File: src/rtl/fir_pkg.sv
// Shared types for the FIR sample feeder: fp32 sample word, feeder FSM states
// and the {last, data} entry stored in the sample FIFO.
// Pure declarations; no logic, no latency, no flow control.
package fir_pkg;

    typedef logic [31:0] fp32_t;

    localparam fp32_t FP32_ZERO = 32'h0;

    typedef enum logic [1:0] {
        PRIME,
        STREAM,
        PAD,
        DONE
    } feeder_state_t;

    typedef struct packed {
        logic  last;
        fp32_t data;
    } fir_sample_t;

endpackage

File: src/rtl/sync_fifo.sv
// Generic synchronous FIFO, power-of-two DEPTH, head word visible combinationally.
// Latency: a pushed word is visible at o_head_dat on the cycle after the push edge.
// Backpressure: pushes while full and pops while empty are ignored; o_full gates the producer.
// Ports: clk/rst (sync, active-high), i_push/i_push_dat write side,
//        i_pop/o_head_dat read side, o_full/o_empty/o_count occupancy.
module sync_fifo #(
    parameter int WIDTH = 33,
    parameter int DEPTH = 16,
    localparam int AW   = $clog2(DEPTH)
) (
    input  logic             clk,
    input  logic             rst,
    input  logic             i_push,
    input  logic [WIDTH-1:0] i_push_dat,
    input  logic             i_pop,
    output logic [WIDTH-1:0] o_head_dat,
    output logic             o_full,
    output logic             o_empty,
    output logic [AW:0]      o_count
);

    logic [WIDTH-1:0] r_mem [DEPTH];
    logic [AW-1:0]    r_wr_ptr;
    logic [AW-1:0]    r_rd_ptr;
    logic [AW:0]      r_count;
    logic             w_do_push;
    logic             w_do_pop;

    assign o_full     = (r_count == (AW+1)'(DEPTH));
    assign o_empty    = (r_count == '0);
    assign o_count    = r_count;
    assign o_head_dat = r_mem[r_rd_ptr];
    assign w_do_push  = i_push & ~o_full;
    assign w_do_pop   = i_pop & ~o_empty;

    // Storage carries no reset; only the pointers and count define validity.
    always_ff @(posedge clk) begin
        if (w_do_push) begin
            r_mem[r_wr_ptr] <= i_push_dat;
        end
    end

    always_ff @(posedge clk) begin
        if (rst) begin
            r_wr_ptr <= '0;
            r_rd_ptr <= '0;
            r_count  <= '0;
        end else begin
            if (w_do_push) r_wr_ptr <= r_wr_ptr + 1'b1;
            if (w_do_pop)  r_rd_ptr <= r_rd_ptr + 1'b1;
            case ({w_do_push, w_do_pop})
                2'b10:   r_count <= r_count + 1'b1;
                2'b01:   r_count <= r_count - 1'b1;
                default: r_count <= r_count;
            endcase
        end
    end

endmodule

File: src/rtl/fir_sample_feeder.sv
// Feeds buffered fp32 samples to the FIR one at a time, advancing on each rising fir_next.
// Latency: new sample on fir_in one cycle after the request edge; first sample primed without a request.
// Backpressure: s_ready drops when the FIFO is full; an empty FIFO at a request yields +0.0 and counts an underrun.
// Ports: clk/rst (sync, active-high); s_valid/s_ready/s_data/s_last upstream stream;
//        fir_next request in, fir_in/fir_stop sample out; fill_level, underrun_cnt, done status.
// Build option: define FEEDER_ZERO_PAD_EN to append NTAPS-1 zero samples after the last real one.
module fir_sample_feeder
    import fir_pkg::*;
#(
    parameter int DEPTH       = 16,
    parameter int MAX_SAMPLES = 145,
    parameter int NTAPS       = 146,
    localparam int CW         = $clog2(DEPTH) + 1
) (
    input  logic          clk,
    input  logic          rst,
    input  logic          s_valid,
    output logic          s_ready,
    input  logic [31:0]   s_data,
    input  logic          s_last,
    input  logic          fir_next,
    output logic [31:0]   fir_in,
    output logic          fir_stop,
    output logic [CW-1:0] fill_level,
    output logic [15:0]   underrun_cnt,
    output logic          done
);

    if (DEPTH < 2 || (DEPTH & (DEPTH - 1)) != 0) begin : g_bad_depth
        $error("fir_sample_feeder: DEPTH must be a power of two >= 2");
    end
    if (MAX_SAMPLES < 1 || MAX_SAMPLES > 256) begin : g_bad_max
        $error("fir_sample_feeder: MAX_SAMPLES must be 1..256");
    end
    if (NTAPS < 2) begin : g_bad_ntaps
        $error("fir_sample_feeder: NTAPS must be >= 2");
    end

    localparam logic [7:0] CAP_IDX = 8'(MAX_SAMPLES - 1);

    feeder_state_t r_state, w_state_nxt;
    fp32_t         r_fir_in, w_fir_in_nxt;
    logic          r_fir_stop, w_fir_stop_nxt;
    logic [7:0]    r_count, w_count_nxt;
    logic [15:0]   r_underrun_cnt, w_underrun_nxt;
    logic          r_next_q;
    logic          w_req;
    logic          w_pop;
    logic          w_full;
    logic          w_empty;
    fir_sample_t   w_head;

`ifdef FEEDER_ZERO_PAD_EN
    localparam int PW = $clog2(NTAPS) + 1;
    localparam logic [PW-1:0] PAD_LAST = PW'(NTAPS - 1);
    logic [PW-1:0] r_pad_cnt, w_pad_cnt_nxt;
`endif

    sync_fifo #(
        .WIDTH ($bits(fir_sample_t)),
        .DEPTH (DEPTH)
    ) u_fifo (
        .clk        (clk),
        .rst        (rst),
        .i_push     (s_valid & s_ready),
        .i_push_dat ({s_last, s_data}),
        .i_pop      (w_pop),
        .o_head_dat (w_head),
        .o_full     (w_full),
        .o_empty    (w_empty),
        .o_count    (fill_level)
    );

    // r_next_q resets to 1 so a FIR holding next high out of reset is not a request.
    assign w_req        = fir_next & ~r_next_q;
    assign s_ready      = ~rst & ~w_full;
    assign fir_in       = r_fir_in;
    assign fir_stop     = r_fir_stop;
    assign underrun_cnt = r_underrun_cnt;
    assign done         = (r_state == DONE);

    always_ff @(posedge clk) begin
        if (rst) begin
            r_state <= PRIME;
        end else begin
            r_state <= w_state_nxt;
        end
    end

    always_ff @(posedge clk) begin
        if (rst) begin
            r_next_q       <= 1'b1;
            r_fir_in       <= FP32_ZERO;
            r_fir_stop     <= 1'b0;
            r_count        <= '0;
            r_underrun_cnt <= '0;
`ifdef FEEDER_ZERO_PAD_EN
            r_pad_cnt      <= '0;
`endif
        end else begin
            r_next_q       <= fir_next;
            r_fir_in       <= w_fir_in_nxt;
            r_fir_stop     <= w_fir_stop_nxt;
            r_count        <= w_count_nxt;
            r_underrun_cnt <= w_underrun_nxt;
`ifdef FEEDER_ZERO_PAD_EN
            r_pad_cnt      <= w_pad_cnt_nxt;
`endif
        end
    end

    always_comb begin
        w_state_nxt    = r_state;
        w_fir_in_nxt   = r_fir_in;
        w_fir_stop_nxt = r_fir_stop;
        w_count_nxt    = r_count;
        w_underrun_nxt = r_underrun_cnt;
        w_pop          = 1'b0;
`ifdef FEEDER_ZERO_PAD_EN
        w_pad_cnt_nxt  = r_pad_cnt;
`endif
        case (r_state)
            // Requests are ignored here; the first sample is loaded as soon as one exists.
            PRIME: begin
                if (!w_empty) begin
                    w_pop          = 1'b1;
                    w_fir_in_nxt   = w_head.data;
                    w_fir_stop_nxt = w_head.last | (r_count == CAP_IDX);
                    w_count_nxt    = r_count + 1'b1;
                    w_state_nxt    = STREAM;
                end
            end
            STREAM: begin
                if (w_req) begin
                    if (r_fir_stop) begin
                        w_fir_in_nxt   = FP32_ZERO;
`ifdef FEEDER_ZERO_PAD_EN
                        w_state_nxt    = PAD;
                        w_pad_cnt_nxt  = PW'(1);
                        w_fir_stop_nxt = (PAD_LAST == PW'(1));
`else
                        w_state_nxt    = DONE;
                        w_fir_stop_nxt = 1'b1;
`endif
                    end else if (!w_empty) begin
                        w_pop          = 1'b1;
                        w_fir_in_nxt   = w_head.data;
                        w_fir_stop_nxt = w_head.last | (r_count == CAP_IDX);
                        w_count_nxt    = r_count + 1'b1;
                    end else begin
                        // Underrun: the FIR still gets a sample slot, filled with +0.0.
                        w_fir_in_nxt   = FP32_ZERO;
                        w_fir_stop_nxt = 1'b0;
                        w_count_nxt    = r_count + 1'b1;
                        if (r_underrun_cnt != 16'hFFFF) begin
                            w_underrun_nxt = r_underrun_cnt + 1'b1;
                        end
                    end
                end
            end
`ifdef FEEDER_ZERO_PAD_EN
            PAD: begin
                if (w_req) begin
                    w_fir_in_nxt = FP32_ZERO;
                    if (r_fir_stop) begin
                        w_state_nxt    = DONE;
                        w_fir_stop_nxt = 1'b1;
                    end else begin
                        w_pad_cnt_nxt  = r_pad_cnt + 1'b1;
                        w_fir_stop_nxt = (r_pad_cnt + 1'b1 == PAD_LAST);
                    end
                end
            end
`endif
            DONE: begin
                w_fir_in_nxt   = FP32_ZERO;
                w_fir_stop_nxt = 1'b1;
            end
            default: begin
                w_state_nxt = PRIME;
            end
        endcase
    end

endmodule

File: config.mk
export PLATFORM = sky130hd
export DESIGN_NAME = fir_sample_feeder
export DESIGN_NICKNAME = d
export VERILOG_FILES = /design/src/rtl/fir_pkg.sv /design/src/rtl/sync_fifo.sv /design/src/rtl/fir_sample_feeder.sv
export SDC_FILE = /design/constraint.sdc
export NUM_CORES = 1
export LEC_CHECK = 0
export CAP_MARGIN = 10
export CORE_UTILIZATION = 45
export CTS_CLUSTER_SIZE = 28
export DETAILED_ROUTE_END_ITERATION = 10
export SYNTH_ARGS = -nofsm -noshare
export SYNTH_HDL_FRONTEND = slang
export SYNTH_SLANG_ARGS = --single-unit
File: constraint.sdc
create_clock -name clk -period 13.7 [get_ports clk]
set_clock_uncertainty 0.15 [all_clocks]
set_input_delay 2.74 -clock clk [delete_from_list [all_inputs] [get_ports clk]]
set_output_delay 2.74 -clock clk [all_outputs]
set_load 0.05 [all_outputs]
==> flow_summary.toml, run 1 <==
[sta]
setup_violations = 0
max_freq_ghz = 0.142
finalCritPeriodShare_pct = 51.5
final.hold.worst_slack_ns = 0.327
slew_viol_final = 0
worst_slew_pin_slew_ns = 1.02
finalHoldViolations = 0
timing.max_slew.rel_slack_pct = 32.3
rsz0062_at_grt = "false"
fin_crit_ns = 7.05
setup-tns-final_ns = 0

[floorplan]
dieHeight_um = 230
io-pin-count = 93
placeableCoreArea_um2 = 51300
initial_core_util_pct = 45.5
fp.dieArea_um2 = 52800
row_count = 83
die_width_um = 230

[clock_network]
cts-htree-levels = 2
cts_hold_repair.buffers = 0
clk-insertion-delay-late_ns = 0.64
postCtsSetupRepairBufs = 0
cts_resized = 0
clock-sinks = 605
clk_transition_reported_paths_ns = 0.06
cts_made_buffers = 61
tritoncts = "done"
ctsRootBufferMaster = "sky130_fd_sc_hd__clkbuf_16"
cts-root-to-sink-buffers = 3

[setup_path]
cp_slowest_cell = "sky130_fd_sc_hd__clkdlybuf4s50_1"
setup.worst_path.class = "in2out"
rr_worst_depth = 7
worstSetupEndpointType = "primary output"
path_delay_family = "buffers and inverters"
path_depth = 4
crit_arrival_ns = 4.16
critPathLaunch = "rst"
crit_path_start_kind = "input port"
max_stage_delay_ns = 0.82
crit_path_cell_trace = "buf_2 -> buf_4 -> a21oi_1 -> clkdlybuf4s50_1"
worst-path-max-fanout = 52
reg2reg_to = "fir_in[5]"
required_ns = 10.81
crit_buf_inv = 3
setup.reg_to_reg.worst_slack_ns = 9.64

[hold_path]
min_delay_worst_endpoint = "fir_in[24]"
hold_start = "fir_in[24]"
timing.hold.worst_path_depth = 1
hp-class = "reg2reg"

[global_routing]
largest_net_degree_at_the_start_of_global_routing = 69
antenna_found_initial = 1
grt_pass1_vias = 11700
grt_pass1_wl_um = 73500
grt_usage_pct = 18.6
grt_overflow = 0

[layout]
insertedDiodeCount = 0
mostFrequentLayoutCells = "528 x sky130_fd_sc_hd__edfxtp_1, 132 x sky130_fd_sc_hd__mux4_2, 91 x sky130_fd_sc_hd__clkdlybuf4s50_1, 73 x sky130_fd_sc_hd__dfxtp_1, 62 x sky130_fd_sc_hd__clkbuf_16"
layout-area-overhead-vs-synth_pct = 16.2
layout.cells.most_common = "sky130_fd_sc_hd__edfxtp_1"
finish.cell_count_without_fillers = 2039
postLayoutCoreUtil_pct = 52.9
drive_gt1_share_pct = 20.8
num-nets-final = 1356

[synth]
sequential_fraction_of_the_synthesis_area_pct = 74.5
synth-edff-count = 528
ys_async_sr_fraction_pct = 0
yosys.area.top_type_share_pct = 67.9
synth_top_area_cell = "sky130_fd_sc_hd__edfxtp_1"
post_synth_instance_area_um2 = 23400
synthTopCellsByArea = "sky130_fd_sc_hd__edfxtp_1 68%, sky130_fd_sc_hd__mux4_2 13%, sky130_fd_sc_hd__dfxtp_1 6.6%"
postSynthCellCount = 1196
postSynthNetCount = 1244
ys_dominant_reg_cell = "sky130_fd_sc_hd__edfxtp_1"
distinct_cells_synth = 60
syn_avg_cell_area_um2 = 19.5
total_of_flip_flops_plus_latches_after_synthesis = 605
synth.yosys.warnings = 0

[detailed_routing]
route.final.wire_length_um = 48200
final_antenna_net_count = 0
routed_wire_length_per_instance_um = 23.6
drt-vias-per-instance = 5.60
drc = 0
drt_first_iter_violations = 842
drt_first_pass_iters = 4
via_count = 11400

[power]
total_leakage_power_nw = 8.41
design_power_total_mw = 4.86
cellPowerDensity_nw_per_um2 = 179
vdd_drop_max_mv = 0.130

[placed_design]
place.port_buffers = 92
dpl.cell_count = 1925
gp_congestion = 0.746
detailedPlacementHpwl_um = 25200

[run_status]
outcome = "completed"

[job]
maxCapViolCount = 0
[area by class of cell]
| class | instances | area, um^2 |
|---|---|---|
| clock buffer | 88 | 1710 |
| clock inverter | 26 | 294 |
| fill | 4071 | 24200 |
| inverter | 11 | 41.3 |
| multi-input combinational | 512 | 5740 |
| sequential | 605 | 17400 |
| tap | 680 | 851 |
| timing repair buffer | 117 | 1100 |
[state kept, by name, indices dropped and copies added, names as in the netlist, named ones only]
name,cells
u_fifo.r_mem,528
fir_in,32
underrun_cnt,16
r_count,8
u_fifo.o_count,5
u_fifo.r_rd_ptr,4
u_fifo.r_wr_ptr,4
r_state,2
fir_stop,1
r_next_q,1
[per-stage QoR]
stage                     setup WS, ns  instance area (um^2)
final                             6.65                 27100
after global routing              6.59                 27100
after detailed placement          6.64                 25100
after global placement            6.61                 25100
after CTS                         6.64                 27100
after floorplan                   7.11                 23400
[synthesized netlist by cell type (all sizes together), types with 6 or more instances]
| library cell | number |
|---|---|
| edfxtp | 528 |
| mux4 | 132 |
| dfxtp | 77 |
| nor2 | 51 |
| a21oi | 45 |
| clkbuf | 38 |
| a211oi | 36 |
| mux2i | 36 |
| nor2b | 34 |
| a22o | 32 |
| buf | 30 |
| nand2 | 22 |
| xor2 | 13 |
| xnor2 | 12 |
| ha | 11 |
| inv | 11 |
| o21ai | 10 |
| nand3 | 9 |
| nor3 | 7 |
| or3 | 6 |
[worst max path at each step]
stage               endpoint
floorplan            s_ready
global placement     s_ready
detailed placement   s_ready
CTS                  s_ready
global route         s_ready
finish               s_ready
[report_power, final]
group / switching [mW] / internal [mW]
logic: 0.583 / 0.458
registers: 0.0945 / 2.08
clock network: 0.692 / 0.946
total: 1.37 / 3.49
[kinds of logic (layout without fill, tap and decap cells)]
logic type	Yosys count	after routing	share of synthesized area, %
AO/OA/AOI/OAI	143	143	4.39
XOR/XNOR	25	25	0.938
adder cells (fa/ha/maj)	11	11	0.589
buffers and inverters	79	242	1.47
flip-flops	605	605	74.5
multiplexers	171	171	14.4
AND/OR/NAND/NOR	162	162	3.70
[routing by layer]
| metal | track usage (%) | routed length (um) |
|---|---|---|
| met1 | 26.2 | 22000 |
| met2 | 30.1 | 23100 |
| met3 | 2.64 | 1950 |
| met4 | 6.19 | 1190 |
| met5 | 0 | 15 |
No activity file was read; power rests on OpenSTA's default activity.
==> run 2, diff against run 1 <==
clock period = 6.1 ns   (was 13.7 ns; I/O delays follow)
==> run 2 against run 1 <==
Net effect: first-iteration DRC count increased by 0.71%; highest routed layer is now met4; clock-buffer cell count down 16; sequential cell count is the same; critical path depth shrank 1; critical endpoint unchanged; sequential share of layout area is 0.50 points lower.
==> flow_summary.toml, run 2 (synthesis gave the netlist of run 1 again) <==
[detailed_routing]
drt-vias-per-instance = 5.57
via_count = 11400
drc = 0
drt_first_iter_violations = 848
drt_first_pass_iters = 4
route.final.wire_length_um = 49300
final_antenna_net_count = 0
routed_wire_length_per_instance_um = 24.1

[placed_design]
dpl.cell_count = 1929
detailedPlacementHpwl_um = 29100
gp_congestion = 0.774
dpl-instance-area_um2 = 25200
place.port_buffers = 92

[global_routing]
grt_pass1_wl_um = 75200
grt_usage_pct = 19.1
grt_overflow = 0
grt_pass1_vias = 11900
largest_net_degree_at_the_start_of_global_routing = 67
antenna_found_initial = 0

[floorplan]
fp.dieArea_um2 = 52800
io-pin-count = 93
dieHeight_um = 230
die_width_um = 230
initial_core_util_pct = 45.5
placeableCoreArea_um2 = 51300
row_count = 83

[sta]
timing.max_slew.rel_slack_pct = 21.7
setup_violations = 0
rsz0062_at_grt = "false"
max_freq_ghz = 0.238
slew_viol_final = 0
finalHoldViolations = 0
finalCritPeriodShare_pct = 68.8
worst_slew_pin_slew_ns = 1.17
fin_crit_ns = 4.19
setup-tns-final_ns = 0

[layout]
num-nets-final = 1360
postLayoutCoreUtil_pct = 53.3
finish.instance_area_um2 = 27400
largest_reg_flops = 528
layout-area-overhead-vs-synth_pct = 17.1
insertedDiodeCount = 0
drive_gt1_share_pct = 22.3
top_register = "u_fifo.r_mem"
layout.cells.most_common = "sky130_fd_sc_hd__edfxtp_1"
finish.cell_count_without_fillers = 2045
mostFrequentLayoutCells = "528 x sky130_fd_sc_hd__edfxtp_1, 132 x sky130_fd_sc_hd__mux4_2, 91 x sky130_fd_sc_hd__clkdlybuf4s50_1, 73 x sky130_fd_sc_hd__dfxtp_1, 61 x sky130_fd_sc_hd__clkbuf_16"

[clock_network]
tritoncts = "done"
ctsRootBufferMaster = "sky130_fd_sc_hd__clkbuf_16"
cts-root-to-sink-buffers = 3
clock-sinks = 605
clk-insertion-delay-late_ns = 0.62
clk_transition_reported_paths_ns = 0.06
cts_made_buffers = 61
cts_hold_repair.buffers = 0
cts-htree-levels = 2
cts_resized = 0
postCtsSetupRepairBufs = 0

[power]
cellPowerDensity_nw_per_um2 = 411
vdd_drop_max_mv = 0.269
total_leakage_power_nw = 8.51
design_power_total_mw = 11.2

[setup_path]
required_ns = 4.73
crit_arrival_ns = 2.82
setup.reg_to_reg.worst_slack_ns = 2.86
setup.worst_path.class = "in2out"
worstSetupEndpointType = "primary output"
worst-path-max-fanout = 52
crit_path_start_kind = "input port"

[hold_path]
hp-class = "reg2reg"

[job]
maxCapViolCount = 0

[run_status]
outcome = "completed"
-- run 2: metrics by stage --
step	hold WS [ns]	setup slack, ns
CTS	0.327	1.89
global placement	0.311	1.57
floorplan	0.322	1.32
finish	0.327	1.91
global route	0.340	1.79
detailed placement	0.313	1.54
-- run 2: cell type report --
cell class                 count  area (um^2)
fill                        4090        23900
sequential                   605        17400
multi-input combinational    512         5740
clock buffer                  72         1610
timing repair buffer         121         1160
tap                          680          851
clock inverter                44          553
inverter                      11         41.3
-- run 2: final timing paths --
check | startpoint | endpoint | cells after the start
hold reg to reg | fir_in[28] | fir_in[28] | 1
hold / removal | fir_in[28] | fir_in[28] | 1
setup reg to reg | u_fifo.o_count[1] | u_fifo.o_count[4] | 10
setup / recovery | rst | s_ready | 3
-- run 2: power by group --
part	switching, mW	internal [mW]	total, mW
clock network	1.60	2.37	3.96
logic	1.32	1.04	2.36
registers	0.246	4.67	4.92
total	3.17	8.08	11.2
-- run 2: worst max-delay path, stage by stage --
cell                              delay [ns]
sky130_fd_sc_hd__buf_2                  0.74
sky130_fd_sc_hd__a21oi_1                0.09
sky130_fd_sc_hd__clkdlybuf4s50_1        0.75
-- run 2: routing by layer --
metal / vias up / routed length (um) / global-route usage, %
li1: 5114 / - / -
met4: 0 / 1050 / 6.29
met3: 70 / 1780 / 2.50
met1: 5955 / 21500 / 25.9
met2: 248 / 24900 / 32.2
met5: - / 0 / 0
